### src/rtl/fsm_run_initiator.sv
// Initiator for the go/done handshake: conditions a raw start button, issues an
// active-low go request, counts completed runs and flags a missing done.
module fsm_run_initiator #(
    parameter logic [23:0] DEBOUNCE_COUNT = 24'd60000,
    parameter logic [26:0] TIMEOUT_COUNT  = 27'd100000000
) (
    input  logic       clk,
    input  logic       rst,
    input  logic       start_btn,
    input  logic       done_in,
    output logic       go_n,
    output logic       busy,
    output logic [3:0] run_count,
    output logic       timeout_err
);

    typedef enum logic [1:0] {
        IDLE    = 2'd0,
        REQUEST = 2'd1,
        ACK     = 2'd2,
        ERROR   = 2'd3
    } state_t;

    logic        r_btn_meta;
    logic        r_btn_s;
    logic        r_done_meta;
    logic        r_done_s;
    logic [23:0] r_db_cnt;
    logic        r_btn_db;
    logic        r_btn_db_prev;
    logic        r_press;
    logic [26:0] r_to_cnt;
    state_t      r_state;
    state_t      w_next;
    logic        r_go_n;
    logic        r_busy;
    logic        r_timeout_err;
    logic [3:0]  r_run_count;
    logic        w_db_hit;
    logic        w_timeout_hit;

    // The button idles high (released) and done idles low, so the sync chains reset to those levels.
    always_ff @(posedge clk or posedge rst) begin
        if (rst) begin
            r_btn_meta  <= 1'b1;
            r_btn_s     <= 1'b1;
            r_done_meta <= 1'b0;
            r_done_s    <= 1'b0;
        end else begin
            r_btn_meta  <= start_btn;
            r_btn_s     <= r_btn_meta;
            r_done_meta <= done_in;
            r_done_s    <= r_done_meta;
        end
    end

    assign w_db_hit = (r_db_cnt == DEBOUNCE_COUNT - 24'd1);

    always_ff @(posedge clk or posedge rst) begin
        if (rst) begin
            r_db_cnt <= '0;
            r_btn_db <= 1'b1;
        end else if (r_btn_s != r_btn_db) begin
            if (w_db_hit) begin
                r_btn_db <= r_btn_s;
                r_db_cnt <= '0;
            end else begin
                r_db_cnt <= r_db_cnt + 24'd1;
            end
        end else begin
            r_db_cnt <= '0;
        end
    end

    // Press is a single-cycle pulse on the debounced falling edge only.
    always_ff @(posedge clk or posedge rst) begin
        if (rst) begin
            r_btn_db_prev <= 1'b1;
            r_press       <= 1'b0;
        end else begin
            r_btn_db_prev <= r_btn_db;
            r_press       <= r_btn_db_prev & ~r_btn_db;
        end
    end

    assign w_timeout_hit = (r_to_cnt == TIMEOUT_COUNT - 27'd1);

    always_ff @(posedge clk or posedge rst) begin
        if (rst) begin
            r_to_cnt <= '0;
        end else if (r_state != REQUEST) begin
            r_to_cnt <= '0;
        end else begin
            r_to_cnt <= r_to_cnt + 27'd1;
        end
    end

    always_comb begin
        w_next = r_state;
        case (r_state)
            IDLE: begin
                if (r_press && !r_done_s) begin
                    w_next = REQUEST;
                end
            end
            REQUEST: begin
                if (r_done_s) begin
                    w_next = ACK;
                end else if (w_timeout_hit) begin
                    w_next = ERROR;
                end
            end
            ACK: begin
                if (!r_done_s) begin
                    w_next = IDLE;
                end
            end
            ERROR: begin
                if (r_press) begin
                    w_next = IDLE;
                end
            end
            default: w_next = IDLE;
        endcase
    end

    // Outputs are registered from the next state so they switch together with the state register.
    always_ff @(posedge clk or posedge rst) begin
        if (rst) begin
            r_state       <= IDLE;
            r_go_n        <= 1'b1;
            r_busy        <= 1'b0;
            r_timeout_err <= 1'b0;
        end else begin
            r_state       <= w_next;
            r_go_n        <= (w_next != REQUEST);
            r_busy        <= (w_next == REQUEST) || (w_next == ACK);
            r_timeout_err <= (w_next == ERROR);
        end
    end

    always_ff @(posedge clk or posedge rst) begin
        if (rst) begin
            r_run_count <= '0;
        end else if (r_state == REQUEST && r_done_s) begin
            r_run_count <= r_run_count + 4'd1;
        end
    end

    assign go_n        = r_go_n;
    assign busy        = r_busy;
    assign run_count   = r_run_count;
    assign timeout_err = r_timeout_err;

endmodule

### config.mk
export PLATFORM = sky130hd
export DESIGN_NAME = fsm_run_initiator
export DESIGN_NICKNAME = d
export VERILOG_FILES = /design/src/rtl/fsm_run_initiator.sv
export SDC_FILE = /design/constraint.sdc
export NUM_CORES = 1
export LEC_CHECK = 0
export BUFFER_PORTS_ARGS = -buffer_cell sky130_fd_sc_hd__buf_2
export CAP_MARGIN = 5
export CORE_MARGIN = 2
export CORE_UTILIZATION = 59
export CTS_CLUSTER_SIZE = 16
export DETAILED_ROUTE_END_ITERATION = 8
export PLACE_DENSITY = 0.74
export SYNTH_ARGS = -nofsm -noshare
export SYNTH_HDL_FRONTEND = slang
export SYNTH_SLANG_ARGS = --single-unit
export TNS_END_PERCENT = 5
### constraint.sdc
create_clock -name clk -period 3.3 [get_ports clk]
set_input_delay 0.66 -clock clk [delete_from_list [all_inputs] [get_ports clk]]
set_output_delay 0.66 -clock clk [all_outputs]
set_load 0.03 [all_outputs]
==> flow_summary.json <==
{
  "hold_violations": 0,
  "grt_remaining_overflow": 0,
  "port_buffers": 10,
  "antenna_found_initial": 0,
  "max_slew.worst_pin.slew_ps": 566,
  "cap_violations": 0,
  "critical_path.max_stage_delay_ps": 640,
  "hold_buffers": 0,
  "synth_edf_count": 0,
  "synth-main-ff-cell": "dfrtp_1",
  "synth_cells": 316,
  "async_flop_share_pct": 100,
  "cts.sinks": 67,
  "grt_usage_pct": 23.2,
  "synth.top_cell.area_share_pct": 48.5,
  "rows": 26,
  "wl_um": 6010,
  "grt_pass1_wl_um": 11000,
  "dieArea_um2": 6030,
  "nets": 337,
  "multi_input_comb_area_um2": 1420,
  "worst_hold_path_type": "in2async",
  "relSlewSlack_pct": 62.2,
  "cp_max_fo": 12,
  "wl_per_cell_um": 14.9,
  "initial_core_util_pct": 61.8,
  "grt_max_degree": 30,
  "whs_ps": 357,
  "synthTopCellsByArea": "dfrtp_1 49%, xor2_1 4.9%, dfstp_2 4.1%, a21oi_1 3.9%, nor2_1 3.6%",
  "fin_crit_ps": 2210,
  "htree_levels": 3,
  "fin_skew_ps": 6.69,
  "finalCritPeriodShare_pct": 66.9,
  "setup_tns_ps": 0,
  "cts_tree": "done",
  "root_buffer": "clkbuf_8",
  "ys_warn_count": 0,
  "gp_congestion": 0.795,
  "syn_to_final_growth_pct": 10.1,
  "cts_buffers": 9,
  "drc": 0,
  "synth_most_common_cell": "dfrtp_1",
  "crit_chain": "ha_1, and2_1, or4b_1, or4_1, a21oi_1",
  "total_leakage_power_nw": 1.46,
  "num-fill-cells": 387,
  "mappedNetlistNets": 325,
  "path_clk_slew_ps": 70,
  "via_per_inst": 5.94,
  "synth_largest_area_cell": "dfrtp_1",
  "finalSetupViolations": 0,
  "syn_area_um2": 3200,
  "fmax_mhz": 453,
  "place_hpwl_um": 4090,
  "cts_setup_buffers": 0,
  "io_pins": 11,
  "cp.arrival_ps": 2480,
  "crit_buf_inv": 0,
  "rsz0062_at_grt": "no",
  "synth_common_cells": "62 x dfrtp_1, 31 x nor2_1, 25 x a21oi_1",
  "clk_latency_ps": 340,
  "crit_path_top_delay_cell": "or4b_1",
  "die_h_um": 77.6,
  "route.vias.total": 2395,
  "grt_pass1_vias": 2456,
  "first_pass_iters": 4,
  "area.sequential_um2": 1680,
  "crit_family": "simple AND/OR/NAND/NOR gates",
  "place_inst": 387,
  "synth.avg_cell_area_um2": 10.1,
  "diodes": 0,
  "instances_no_fill": 403,
  "ys_seq_area_share_pct": 52.6,
  "drtIter0Drc": 157,
  "power_density_nw_per_um2": 446,
  "core-area_um2": 5170,
  "drtAntennaViolNets": 0,
  "path_class": "reg2reg",
  "drive_gt1_share_pct": 13.5,
  "clockBufferDepth": 2,
  "status": "finished clean",
  "post_cts_resized": 0,
  "die_width_um": 77.6,
  "finalMaxSlewViolations": 0,
  "ys_types": 40,
  "vdd_ir_drop_max_uv": 349,
  "required_ps": 3570,
  "ys_ff_latch": 67,
  "critPathLaunchType": "flip-flop",
  "cp-end-kind": "flip-flop"
}
[state kept, by name (all words and copies together), names as in the netlist, 2 cells and up]
signal and cells:
r_db_cnt 24, r_state 2, r_to_cnt 27, run_count 4
[per-layer routing]
layer,up-vias,track usage (%),routed length (um)
met5,-,0,0
met4,0,12.5,113
met3,7,4.30,170
met2,36,38.4,3030
met1,1179,28.6,2700
li1,1173,-,-
[where the power goes]
group          internal [mW]  leakage, nW  total (mW)  switching, mW
combinational        0.00771        0.455      0.0316         0.0239
sequential             0.827        0.912       0.832        0.00439
clock                  0.391       0.0978       0.708          0.317
[path summary, 6_finish.rpt]
kind                                            start  cells past startpoint  slack [ps]                     end
worst max-delay path            r_to_cnt[0]$_DFF_PP0_                      5        1090  r_to_cnt[26]$_DFF_PP0_
worst min-delay path                              rst                      2         360   r_db_cnt[1]$_DFF_PP0_
worst max register to register  r_to_cnt[0]$_DFF_PP0_                      5        1090  r_to_cnt[26]$_DFF_PP0_
worst min register to register  r_done_meta$_DFF_PP0_                      0         360      r_done_s$_DFF_PP0_
max in group asynchronous                         rst                      3        2220          go_n$_DFF_PP1_
min in group clk                r_done_meta$_DFF_PP0_                      0         360      r_done_s$_DFF_PP0_
[metrics by stage]
| step | power (mW) | utilization, % | cell area [um^2] | worst slack (ps) |
|---|---|---|---|---|
| finish | 1.57 | 68.1 | 3520 | 1090 |
| global route | 1.62 | 68.1 | 3520 | 939 |
| CTS | 1.58 | 68.1 | 3520 | 1080 |
| detailed placement | 0.880 | 64.0 | 3310 | 1100 |
| global placement | 0.879 | 64.0 | 3310 | 1180 |
| floorplan | 0.868 | - | 3200 | 965 |
[cells by family after synthesis]
logic type	share of synthesized area (%)
flops	52.6
mux	0.704
fa+ha+maj	1.96
xor+xnor	7.67
buf+inv	2.86
simple gates	24.6
compound gates	9.62
[worst reg2reg max path, stage by stage, from the launching register on]
cell and delay (ps):
dfrtp_1 380, ha_1 190, and2_1 250, or4b_1 640, or4_1 520, a21oi_1 150
[cells in the final DEF, fill, tap and decap left out, types with 2 or more instances in the layout]
master      netlist  layout
clkbuf_8          0      11
dfrtp_1          62      62
nor4_1            2       2
ha_1              5       5
or4_1            12      12
mux2_2            2       2
buf_4             0       4
nand4_1          14      14
and4_1            7       7
a211oi_1          2       2
nand2_1          20      20
o21ai_0          11      11
xnor2_1          10      10
nor3_1            2       2
xor2_1           18      18
dfstp_2           5       5
nand3_1          16      16
nor4b_1           2       2
nor2_1           31      31
nor2b_1           3       3
clkinvlp_4        0       3
o31ai_1          11      11
or3_1            10      10
buf_2             0      10
inv_1             9       8
and3_1            8       8
a21oi_1          25      25
and2_1            3       3
[cell type report]
cell class	instances	area share, %
clock buffer	11	4.30
clock inverter	5	1.74
inverter	9	0.959
multi-input combinational	227	40.4
sequential	67	47.8
tap	70	2.49
timing repair buffer	14	2.27
Note: power is estimated with default switching activity, not from simulation.
